### config.mk
export PLATFORM = sky130hd
export DESIGN_NAME = sensor_condicionador
export DESIGN_NICKNAME = d
export VERILOG_FILES = /design/src/rtl/semaforo_pkg.sv /design/src/rtl/filtro_debounce.sv /design/src/rtl/sensor_condicionador.sv
export SDC_FILE = /design/constraint.sdc
export NUM_CORES = 1
export LEC_CHECK = 0
export BUFFER_PORTS_ARGS = -buffer_cell sky130_fd_sc_hd__buf_2
export CAP_MARGIN = 20
export CELL_PAD_IN_SITES_DETAIL_PLACEMENT = 1
export CELL_PAD_IN_SITES_GLOBAL_PLACEMENT = 2
export CORE_ASPECT_RATIO = 1.5
export CORE_MARGIN = 2
export CORE_UTILIZATION = 35
export CTS_CLUSTER_SIZE = 14
export DETAILED_ROUTE_END_ITERATION = 12
export GPL_ROUTABILITY_DRIVEN = 0
export PLACE_DENSITY = 0.79
export SLEW_MARGIN = 0
export SYNTH_ARGS = -nofsm -noshare
export SYNTH_HDL_FRONTEND = slang
export SYNTH_SLANG_ARGS = --single-unit
### constraint.sdc
create_clock -name clk -period 2.23 [get_ports clk]
set_clock_uncertainty 0.2 [all_clocks]
set_input_delay 0.446 -clock clk [delete_from_list [all_inputs] [get_ports clk]]
set_output_delay 0.446 -clock clk [all_outputs]
set_load 0.005 [all_outputs]
### src/rtl/semaforo_pkg.sv
// Shared types and constants for the gate sensor path and semaforo_fsm.
// The sensor code layout lives here so both ends agree on bit positions.
package semaforo_pkg;

    typedef enum logic [1:0] {
        OCIOSO = 2'd0,
        DIR_ED = 2'd1,
        DIR_DE = 2'd2,
        FALHA  = 2'd3
    } estado_t;

    localparam logic [2:0] SENSOR_FALHA = 3'b111;

    // Bit positions inside the 3-bit sensor code.
    localparam int SENSOR_BIT_DIR_BEAM = 0;
    localparam int SENSOR_BIT_ESQ      = 1;
    localparam int SENSOR_BIT_DIR      = 2;

    function automatic logic [2:0] monta_sensor(input logic dir, input logic esq, input logic dir_beam);
        logic [2:0] code;
        code                      = '0;
        code[SENSOR_BIT_DIR]      = dir;
        code[SENSOR_BIT_ESQ]      = esq;
        code[SENSOR_BIT_DIR_BEAM] = dir_beam;
        return code;
    endfunction

endpackage

### src/rtl/filtro_debounce.sv
// One beam channel: two-flop synchroniser followed by a counting debouncer.
// The debounced value only flips after DEB_CICLOS consecutive disagreeing samples.
module filtro_debounce #(
    parameter int DEB_CICLOS = 4
) (
    input  logic clk,
    input  logic reset,
    input  logic raw,
    output logic deb
);

    localparam int CW = $clog2(DEB_CICLOS + 1);
    localparam logic [CW-1:0] CNT_LIMITE = CW'(DEB_CICLOS - 1);

    logic          sync_1;
    logic          sync_2;
    logic [CW-1:0] cnt;

    always_ff @(posedge clk) begin
        if (!reset) begin
            sync_1 <= 1'b0;
            sync_2 <= 1'b0;
        end else begin
            sync_1 <= raw;
            sync_2 <= sync_1;
        end
    end

    // Any agreeing sample restarts the count, so short glitches are discarded.
    always_ff @(posedge clk) begin
        if (!reset) begin
            cnt <= '0;
            deb <= 1'b0;
        end else if (sync_2 != deb) begin
            if (cnt == CNT_LIMITE) begin
                deb <= sync_2;
                cnt <= '0;
            end else begin
                cnt <= cnt + CW'(1);
            end
        end else begin
            cnt <= '0;
        end
    end

endmodule

### src/rtl/sensor_condicionador.sv
// Conditions the two raw gate beams into the sensor code for semaforo_fsm,
// latching travel direction and flagging completed crossings and ambiguous entries.
module sensor_condicionador
    import semaforo_pkg::*;
#(
    parameter int DEB_CICLOS = 4
) (
    input  logic       clk,
    input  logic       reset,
    input  logic       raw_dir,
    input  logic       raw_esq,
    output logic [2:0] sensor,
    output logic       passou,
    output logic       erro
);

    logic    a;
    logic    e;
    estado_t estado;
    estado_t estado_next;
    logic    ambos;
    logic    ambos_next;
    logic    passou_next;
    logic    erro_next;
    logic [2:0] sensor_next;

    filtro_debounce #(.DEB_CICLOS(DEB_CICLOS)) u_filtro_dir (
        .clk   (clk),
        .reset (reset),
        .raw   (raw_dir),
        .deb   (a)
    );

    filtro_debounce #(.DEB_CICLOS(DEB_CICLOS)) u_filtro_esq (
        .clk   (clk),
        .reset (reset),
        .raw   (raw_esq),
        .deb   (e)
    );

    always_ff @(posedge clk) begin
        if (!reset) begin
            estado <= OCIOSO;
            ambos  <= 1'b0;
            sensor <= 3'b000;
            passou <= 1'b0;
            erro   <= 1'b0;
        end else begin
            estado <= estado_next;
            ambos  <= ambos_next;
            sensor <= sensor_next;
            passou <= passou_next;
            erro   <= erro_next;
        end
    end

    // Direction is only chosen from OCIOSO; bounces inside a crossing keep it.
    always_comb begin
        estado_next = estado;
        ambos_next  = ambos;
        passou_next = 1'b0;
        unique case (estado)
            OCIOSO: begin
                ambos_next = 1'b0;
                if (a && e)       estado_next = FALHA;
                else if (a && !e) estado_next = DIR_ED;
                else if (!a && e) estado_next = DIR_DE;
            end
            DIR_ED, DIR_DE: begin
                if (!a && !e) begin
                    estado_next = OCIOSO;
                    passou_next = ambos;
                    ambos_next  = 1'b0;
                end else if (a && e) begin
                    ambos_next = 1'b1;
                end
            end
            FALHA: begin
                ambos_next = 1'b0;
                if (!a && !e) estado_next = OCIOSO;
            end
            default: begin
                estado_next = OCIOSO;
                ambos_next  = 1'b0;
            end
        endcase
    end

    // Outputs come from the next state so the dir bit appears with the beam bits.
    always_comb begin
        erro_next = (estado_next == FALHA);
        if (estado_next == FALHA) sensor_next = SENSOR_FALHA;
        else                      sensor_next = monta_sensor(estado_next == DIR_DE, e, a);
    end

endmodule

==> results of run 1 <==
[state kept, by name (all words and copies together), names as in the netlist]
| name | flops |
|---|---|
| ambos | 1 |
| erro | 1 |
| estado | 2 |
| passou | 1 |
| sensor | 3 |
| u_filtro_dir.cnt | 3 |
| u_filtro_dir.deb | 1 |
| u_filtro_dir.sync_1 | 1 |
| u_filtro_dir.sync_2 | 1 |
| u_filtro_esq.cnt | 3 |
| u_filtro_esq.deb | 1 |
| u_filtro_esq.sync_1 | 1 |
| u_filtro_esq.sync_2 | 1 |
[cells by family after synthesis]
family,Yosys count,synth area share [%]
muxes,2,2.53
buffers and inverters,10,5.21
xor gates and xnor gates,2,2.21
DFF,20,50.6
AOI/OAI and AO/OA,10,11.1
adders and majority gates,8,12.6
and+or+nand+nor,22,15.8
[placed cells by master, fill, tap and decap left out, drive strengths merged]
master,count
a21boi,1
and3b,1
and2b,2
a21o,2
xnor2,2
or3,2
buf,10
nor3b,1
and3,1
a21oi,1
a2111oi,2
and4,1
ha,8
mux2i,2
dfxtp,20
inv,9
clkbuf,4
nand2,1
and2,4
o21ai,4
nor2,9
[layout make-up]
| cell class | count | area, um2 | share of cell area, % |
|---|---|---|---|
| Timing Repair Buffer | 10 | 55.1 | 6.09 |
| Sequential cell | 20 | 400 | 44.3 |
| Clock buffer | 4 | 36.3 | 4.01 |
| Inverter | 9 | 33.8 | 3.73 |
| Multi-Input combinational cell | 44 | 350 | 38.7 |
| Tap cell | 23 | 28.8 | 3.18 |
[routing by layer]
layer / GRT usage (%) / up-vias / part of all wire [%]
li1: - / 270 / -
met1: 13.3 / 254 / 37
met2: 21.8 / 13 / 57
met3: 2.62 / 5 / 3.2
met4: 11.7 / 0 / 3.3
met5: 0 / - / 0
[power breakdown]
group          internal [mW]  switching (mW)
Combinational        0.00568         0.00684
Clock                 0.0996           0.111
Sequential             0.362         0.00199
Total                  0.467           0.119
[worst max-delay path: stages, from the launching register on]
cell,delay [ps]
dfxtp_1,320
inv_1,120
ha_1,250
and2b_4,220
a2111oi_4,320
a21boi_2,250
a21o_1,110
[worst max path at each step]
stage / cells after the start / endpoint / slack [ps]
finish: 6 / sensor[1] / 400
global route: 6 / sensor[1] / 270
CTS: 6 / sensor[1] / 400
detailed placement: 6 / sensor[0] / 430
global placement: 6 / sensor[1] / 500
floorplan: 7 / sensor[1] / 480
[per-stage QoR]
step	total power [mW]	hold slack (ps)
after floorplan	0.378	199
after global placement	0.384	209
after detailed placement	0.385	222
after CTS	0.594	137
after global routing	0.616	126
final	0.586	148
==> impl_metrics.csv, run 1 <==
group,metric,value,unit
run_status,status,"completed",
timing,fmax,547,MHz
pwr,vdd_drop_max,0.417,mV
timing,slew-limit-headroom,73.2,%
worst_hold_path,hold_path_class,"primary input to flip-flop",
synth,yosysSeqAreaShare,50.6,%
grt,antenna_found_initial,0,
clock_network,cts_tree,"done",
worst_setup_path,r2r_setup_slack,400,ps
place,place_ws,432,ps
worst_hold_path,whs_path_depth,2,
worst_setup_path,crit_type,"flip-flop to flip-flop",
synth,yosysTopAreaCellShare,50.6,%
layout,fill_cells,261,
synth,avgSynthCellArea,10.7,um2
floorplanning,rows,21,
floorplanning,initial_core_util,36.3,%
timing,slew_violations,0,
timing,rsz0062_at_grt,"no",
clock_network,ctsHtreeMaxLevel,1,
clock_network,cts_resized,0,
detailed_routing,firstDrtPassIters,3,
clock_network,clock_latency,300,ps
floorplanning,io_pins,9,
grt,grt_usage,13.2,%
grt,grt_remaining_overflow,0,
layout,final_nets,100,
synth,netlist_area,792,um2
timing,worst_slack,401,ps
worst_hold_path,hold_start,"raw_esq",
synth,yosysWarnings,0,
synth,synth_edf_count,0,
floorplanning,core_area,0.00218,mm2
layout,fin_area,905,um2
worst_setup_path,r2r-start,"estado[1]",
synth,synthTopCellsByCount,"dfxtp_1, nor2_1, ha_1, inv_1, and2_1",
pwr,p_leak,0.398,nW
worst_setup_path,arrival,1890,ps
place,dp_hpwl,1100,um
clock_network,clk_path_buf_depth,2,
synth,synth.most_common_cell,"dfxtp_1",
clock_network,cts_buffers,3,
synth,ys.flop_type,"dfxtp_1",
synth,synth_fp_nets,86,
detailed_routing,viasPerCell,4.93,
detailed_routing,drt_iter0_markers,9,
grt,grt_pass1_vias,596,
detailed_routing,final_antenna_net_count,0,
synth,synth_cell_types,24,
worst_setup_path,worstReg2RegEnd,"sensor[1]",
floorplanning,die_x,42.8,um
timing,fin_tns_setup,0,ps
detailed_routing,vias,542,
worst_setup_path,cp_data_required_time,2290,ps
worst_setup_path,setup.worst_path.start_class,"flip-flop",
floorplanning,die_h,62.3,um
detailed_routing,routed_wl,1380,um
worst_hold_path,hold-path-endpoint,"u_filtro_esq.sync_1",
clock_network,cts_num_sinks,20,
clock_network,postCtsHoldBufs,0,
synth,synth_top_area_cell,"dfxtp_1",
grt,grt_max_degree,12,
place,dp_cells,106,
timing,period_share,82.0,%
worst_setup_path,critPathLaunch,"estado[1]",
worst_setup_path,r2r_cells,6,
layout,area_growth,14.2,%
layout,n_antenna_cell,0,
layout,fin_util,41.5,%
place,postPlaceCellArea,868,um2
grt,grt_pass1_wl,2560,um
synth,synthArstFlopShare,0,%
place,numPortBuffers,8,
layout,instances_no_fill,110,
synth,synth-seq-cells,20,
timing,worst_pin_slew,398,ps
worst_setup_path,cp-end-kind,"flip-flop",
detailed_routing,drc,0,
timing,setup_viol,0,
pwr,p_per_area,648,mW/mm2
clock_network,post_cts_buffers,0,
timing,period_needed,1830,ps
synth,synth_cells,74,
timing,hold_viol,0,
detailed_routing,wire_per_inst,12.6,um
clock_network,root_buffer,"clkbuf_4",
flow_run,drv_cap,0,
floorplanning,die_area,0.00267,mm2
synth,synthTopCellsByArea,"dfxtp_1, ha_1, nor2_1, inv_1, a2111oi_4",
clock_network,clk_pin_slew,120,ps
worst_setup_path,critPathMaxFanout,6,
layout,drive_gt1_share,21.8,%
Note: power is estimated with default switching activity, not from simulation.
==> inputs of run 2 (changes only) <==
Settings changed: CORE_UTILIZATION 35 to 32, PLACE_DENSITY 0.79 to 0.76.
Clock period 2.23 ns to 1.5 ns, I/O delays scaled along.
==> run 2 against run 1 <==
  * The run now ends with setup timing left
  * First-iteration DRC count is 33% lower
  * Die area is 8.6% higher
  * Highest routed layer unchanged
  * Wire length increased by 27%
  * Maximum frequency rose by 9.7%
  * Final cell count is 18% higher
  * Combinational power rose to 2.6 times the previous value
  * Largest cell class is now multi-input gates
==> impl_metrics.csv, run 2 (synthesized netlist as in run 1, its figures left out) <==
group,metric,value,unit
run_status,status,"finished with violations",
run_status,violations,"setup timing",
detailed_routing,wl_met2,1050,um
layout,reg_top3,"sensor x3, u_filtro_dir.cnt x3, u_filtro_esq.cnt x3",
floorplanning,initial_core_util,33.1,%
floorplanning,core_area,0.00239,mm2
detailed_routing,wire_per_inst,13.6,um
pwr,fin_total_pwr,1.02,mW
worst_setup_path,cp_data_required_time,1570,ps
layout,drive_gt1_share,59.4,%
worst_setup_path,cp_cell_sequence,"inv_2, ha_4, and2b_4, a2111oi_4, a21boi_4, a21o_1",
layout,final_cell_mix,"buf_4, dfxtp_1, buf_2",
clock_network,cts_buffers,3,
detailed_routing,wl_met3,36,um
worst_setup_path,crit_type,"flip-flop to flip-flop",
clock_network,clk_path_buf_depth,2,
layout,area_growth,52.6,%
grt,grt_remaining_overflow,0,
timing,period_needed,1670,ps
timing,slew-limit-headroom,82.1,%
grt,grt_usage,14.1,%
floorplanning,rows,22,
detailed_routing,drt_iter0_markers,6,
timing,period_share,111,%
detailed_routing,final_antenna_net_count,0,
place,numPortBuffers,8,
place,dp_hpwl,1200,um
worst_setup_path,critical_path_buf_inv_count,1,
pwr,p_leak,0.510,nW
grt,grt_pass1_vias,687,
layout,final_common_cell,"buf_4",
clock_network,ctsHtreeMaxLevel,1,
floorplanning,io_pins,9,
layout,n_antenna_cell,0,
timing,whs,81.6,ps
layout,fin_util,50.5,%
grt,grt_pass1_wl,2860,um
clock_network,clk_pin_slew,120,ps
detailed_routing,viasPerCell,4.74,
timing,slew_violations,0,
clock_network,cts_num_sinks,20,
worst_setup_path,critPathMaxFanout,6,
clock_network,clock_latency,310,ps
worst_setup_path,setup.worst_path.start_class,"flip-flop",
worst_setup_path,max_stage_delay,340,ps
layout,final_nets,119,
clock_network,cts_tree,"done",
worst_setup_path,arrival,1730,ps
worst_setup_path,cp-end-kind,"flip-flop",
floorplanning,die_h,64.9,um
floorplanning,die_x,44.6,um
grt,antenna_found_initial,0,
worst_setup_path,slowest_stage,"dfxtp_2",
timing,rsz0062_at_grt,"yes",
pwr,vdd_drop_max,0.480,mV
timing,hold_viol,0,
detailed_routing,wl_met1,633,um
pwr,p_per_area,843,mW/mm2
detailed_routing,vias,616,
detailed_routing,top_layer,"met4",
clock_network,root_buffer,"clkbuf_4",
worst_hold_path,hold_path_class,"primary input to flip-flop",
flow_run,drv_cap,0,
detailed_routing,routed_wl,1760,um
worst_setup_path,cp_top_family,"compound AO/OA/AOI/OAI gates",
timing,worst_pin_slew,268,ps
timing,worst_slack,-168,ps
timing,setup_viol,4,
grt,grt_max_degree,13,
detailed_routing,drc,0,
timing,fmax,600,MHz
floorplanning,die_area,0.00290,mm2
detailed_routing,firstDrtPassIters,2,
## run 2: cell count changes in the layout (fill, tap and decap cells not counted), moves of 3 or more
cell,delta
ha_1,-7
nor2_2,+3
dfxtp_1,-6
o21ai_0,-3
dfxtp_2,+4
inv_1,-4
ha_2,+3
ha_4,+4
nor2_1,-3
buf_4,+15
## run 2: layout make-up
| type | count | area, um2 |
|---|---|---|
| Fill cell | 262 | 1190 |
| Multi-Input combinational cell | 44 | 464 |
| Sequential cell | 20 | 413 |
| Timing Repair Buffer | 29 | 210 |
| Inverter | 9 | 38.8 |
| Clock inverter | 1 | 30.0 |
| Tap cell | 24 | 30.0 |
| Clock buffer | 3 | 22.5 |
## run 2: per-stage QoR
stage / area [um2] / cells / TNS [ps] / setup WS [ps]
detailed placement: 977 / 115 / -663 / -262
global route: 1210 / 130 / -788 / -245
finish: 1210 / 130 / -466 / -168
floorplan: 843 / 74 / -174 / -80.9
global placement: 977 / 115 / -406 / -179
CTS: 1110 / 126 / -509 / -159
## run 2: worst reg2reg max path: stages, from the launching register on
cell and delay [ps]:
dfxtp_2 340, inv_2 80, ha_4 170, and2b_4 210
a2111oi_4 290, a21boi_4 240, a21o_1 100
## run 2: path summary, 6_finish.rpt
check,from,endpoint,slack (ps),cells after the start
max,estado[1],sensor[0],-170,6
min,reset,estado[0],80,3
max reg2reg,estado[1],sensor[0],-170,6
min reg2reg,u_filtro_esq.cnt[0],u_filtro_esq.cnt[0],230,1
## run 2: timing repair
item / CTS / global route
hold buffers: 2 / 0
setup buffers: 5 / 4
endpoints found under the hold margin: 2 / 0
gates resized for setup: 12 / 18
endpoints found under the setup margin: 10 / 12
pin swaps: 2 / 6
## run 2: power breakdown
part,internal (mW),switching (mW),total [mW]
sequential,0.534,0.00306,0.537
clock,0.270,0.180,0.450
combinational,0.0178,0.0143,0.0322
## run 2: metal layers
| metal | vias to the layer above | GRT usage, % |
|---|---|---|
| met5 | - | 0 |
| li1 | 308 | - |
| met2 | 10 | 26.3 |
| met3 | 5 | 2.51 |
| met4 | 0 | 7.95 |
| met1 | 293 | 13.6 |
==> inputs of run 3 (changes only) <==
Settings changed: ABC_AREA from default to 1, BUFFER_PORTS_ARGS -buffer_cell sky130_fd_sc_hd__buf_2 to -buffer_cell sky130_fd_sc_hd__buf_4, CORE_UTILIZATION 32 to 29, PLACE_DENSITY 0.76 to default, PLACE_DENSITY_LB_ADDON from default to 0.1.
==> run 3 against run 2 <==
  * The run now ends clean
  * Critical path type unchanged
  * Via count shrank 4.5%
  * Highest routed layer unchanged
  * Worst setup slack better by 260 ps
  * Maximum frequency is 19% higher
  * Synthesized area shrank 1.3%
==> impl_metrics.csv, run 3 <==
group,metric,value,unit
layout,final_common_cell,"dfxtp_1",
timing,slew_violations,0,
synth,yosysSeqAreaShare,51.2,%
floorplanning,rows,23,
synth,synth_top_area_cell,"dfxtp_1",
synth,synth_fp_nets,102,
detailed_routing,drc,0,
worst_hold_path,hold_path_class,"primary input to flip-flop",
synth,synth_top_family_by_area,"simple AND/OR/NAND/NOR gates",
synth,synthTopCellsByArea,"dfxtp_1, ha_1, inv_1, nand2_1, nor2_1",
layout,final_nets,117,
layout,multi_input_area,330,um2
detailed_routing,wire_per_inst,9.80,um
layout,instances_no_fill,141,
detailed_routing,final_antenna_net_count,0,
clock_network,ctsHtreeMaxLevel,1,
synth,synthTopCellsByCount,"dfxtp_1, inv_1, nand2_1",
clock_network,clk_path_buf_depth,2,
timing,fmax,712,MHz
timing,rsz0062_at_grt,"no",
layout,final_cell_mix,"dfxtp_1, inv_1, nand2_1",
synth,synth_xor_area_share,0,%
worst_setup_path,setup.worst_path.start_class,"flip-flop",
layout,seqCellArea,405,um2
synth,synth_compound_area_share,11.0,%
grt,grt_usage,10.7,%
worst_setup_path,cp-end-kind,"flip-flop",
layout,fill_cells,317,
grt,grt_max_degree,14,
grt,antenna_found_initial,0,
timing,slew-limit-headroom,80.0,%
floorplanning,die_h,67.6,um
timing,period_needed,1400,ps
synth,synthArstFlopShare,0,%
flow_run,drv_cap,0,
synth,yosysTopAreaCellShare,51.2,%
pwr,p_per_area,980,mW/mm2
timing,fin_tns_setup,0,ps
worst_setup_path,crit_type,"flip-flop to flip-flop",
floorplanning,io_pins,9,
clock_network,cts_num_sinks,20,
worst_setup_path,critPathMaxFanout,5,
synth,synth_cell_types,16,
floorplanning,core_area,0.00262,mm2
place,dp_hpwl,1100,um
detailed_routing,vias,588,
synth,synth-seq-cells,20,
synth,synth_fa_ha_area_share,12.8,%
floorplanning,die_area,0.00314,mm2
layout,reg_top3,"sensor x3, u_filtro_dir.cnt x3, u_filtro_esq.cnt x3",
clock_network,cts_tree,"done",
pwr,p_leak,0.480,nW
place,dp_cells,136,
clock_network,postCtsHoldBufs,0,
floorplanning,initial_core_util,29.9,%
synth,synth_edf_count,0,
detailed_routing,viasPerCell,4.17,
detailed_routing,drt_iter0_markers,6,
grt,grt_pass1_wl,2340,um
pwr,fin_total_pwr,0.967,mW
timing,hold_viol,0,
detailed_routing,firstDrtPassIters,3,
worst_setup_path,arrival,1410,ps
layout,drive_gt1_share,24.0,%
grt,grt_remaining_overflow,0,
grt,grt_pass1_vias,571,
timing,whs,23.9,ps
clock_network,clk_pin_slew,70,ps
timing,setup_viol,0,
layout,n_antenna_cell,0,
synth,synth_cells,90,
synth,avgSynthCellArea,8.69,um2
run_status,status,"completed",
clock_network,cts_buffers,3,
timing,period_share,93.6,%
synth,ys.flop_type,"dfxtp_1",
place,numPortBuffers,8,
clock_network,root_buffer,"clkbuf_8",
clock_network,clock_latency,250,ps
synth,synth.most_common_cell,"dfxtp_1",
synth,muxShareOfSynthArea,0,%
floorplanning,die_x,46.4,um
synth,yosysWarnings,0,
synth,synth-simple-area-share,15.7,%
synth,netlist_area,782,um2
pwr,vdd_drop_max,0.432,mV
timing,worst_pin_slew,299,ps
layout,area_growth,26.2,%
worst_setup_path,cp_data_required_time,1500,ps
detailed_routing,routed_wl,1380,um
-- run 3: cell count changes in the layout (fill, tap and decap cells not counted), moves of 6 or more --
cell / previous run / this run
nand2_1: 1 / 16
inv_1: 4 / 17
buf_2: 8 / 0
buf_4: 17 / 11
ha_1: 1 / 7
-- run 3: what timing repair did --
action / 4_1_cts / 5_1_grt
pin swaps: 0 / 2
setup buffers: 0 / 1
setup endpoints to repair: 3 / 5
gates resized for setup: 2 / 5
-- run 3: logic make-up (layout without fill, tap and decap cells) --
group,count (synthesis),in the layout
and+or+nand+nor,30,30
DFF,20,20
buffers and inverters,19,33
AOI/OAI and AO/OA,13,13
adders and majority gates,8,8
-- run 3: layout make-up --
type                       instances  area share [%]
sequential                        20            41.1
multi-input combinational         51            33.5
timing repair buffer              11            8.37
tap                               37            4.69
inverter                          18            6.84
clock buffer                       4            5.58
-- run 3: routing by layer --
layer	part of all wire [%]	up-vias	GRT usage, %
met4	1.4	0	7.50
li1	-	304	-
met2	54	7	18.6
met1	41	275	10.8
met5	0	-	0
met3	3.2	2	2.41
-- run 3: metrics by stage --
stage	util (%)	setup WS, ps	instance area, um2
after global routing	37.7	7.54	987
after floorplan	-	85.9	782
after CTS	36.5	15.5	956
after detailed placement	34.3	-14.2	898
final	37.7	96.2	987
after global placement	34.3	-23.6	898
-- run 3: power breakdown --
part           switching (mW)  internal (mW)
Combinational          0.0109        0.00929
Clock                   0.175          0.233
Sequential            0.00339          0.535
-- run 3: worst paths after layout --
check                      start                   to  slack [ps]  cells after the start
max reg2reg     u_filtro_dir.deb            sensor[0]         100                      7
max             u_filtro_dir.deb            sensor[0]         100                      7
min                      raw_esq  u_filtro_esq.sync_1          20                      3
min reg2reg  u_filtro_dir.sync_1  u_filtro_dir.sync_2         220                      2
-- run 3: critical path, cell delays in order (launching register included) --
cell and delay [ps]:
dfxtp_2 360, inv_1 80, ha_1 190, inv_1 100, nand3_2 110, a21oi_4 180, nand2_2 80, nand2_1 60
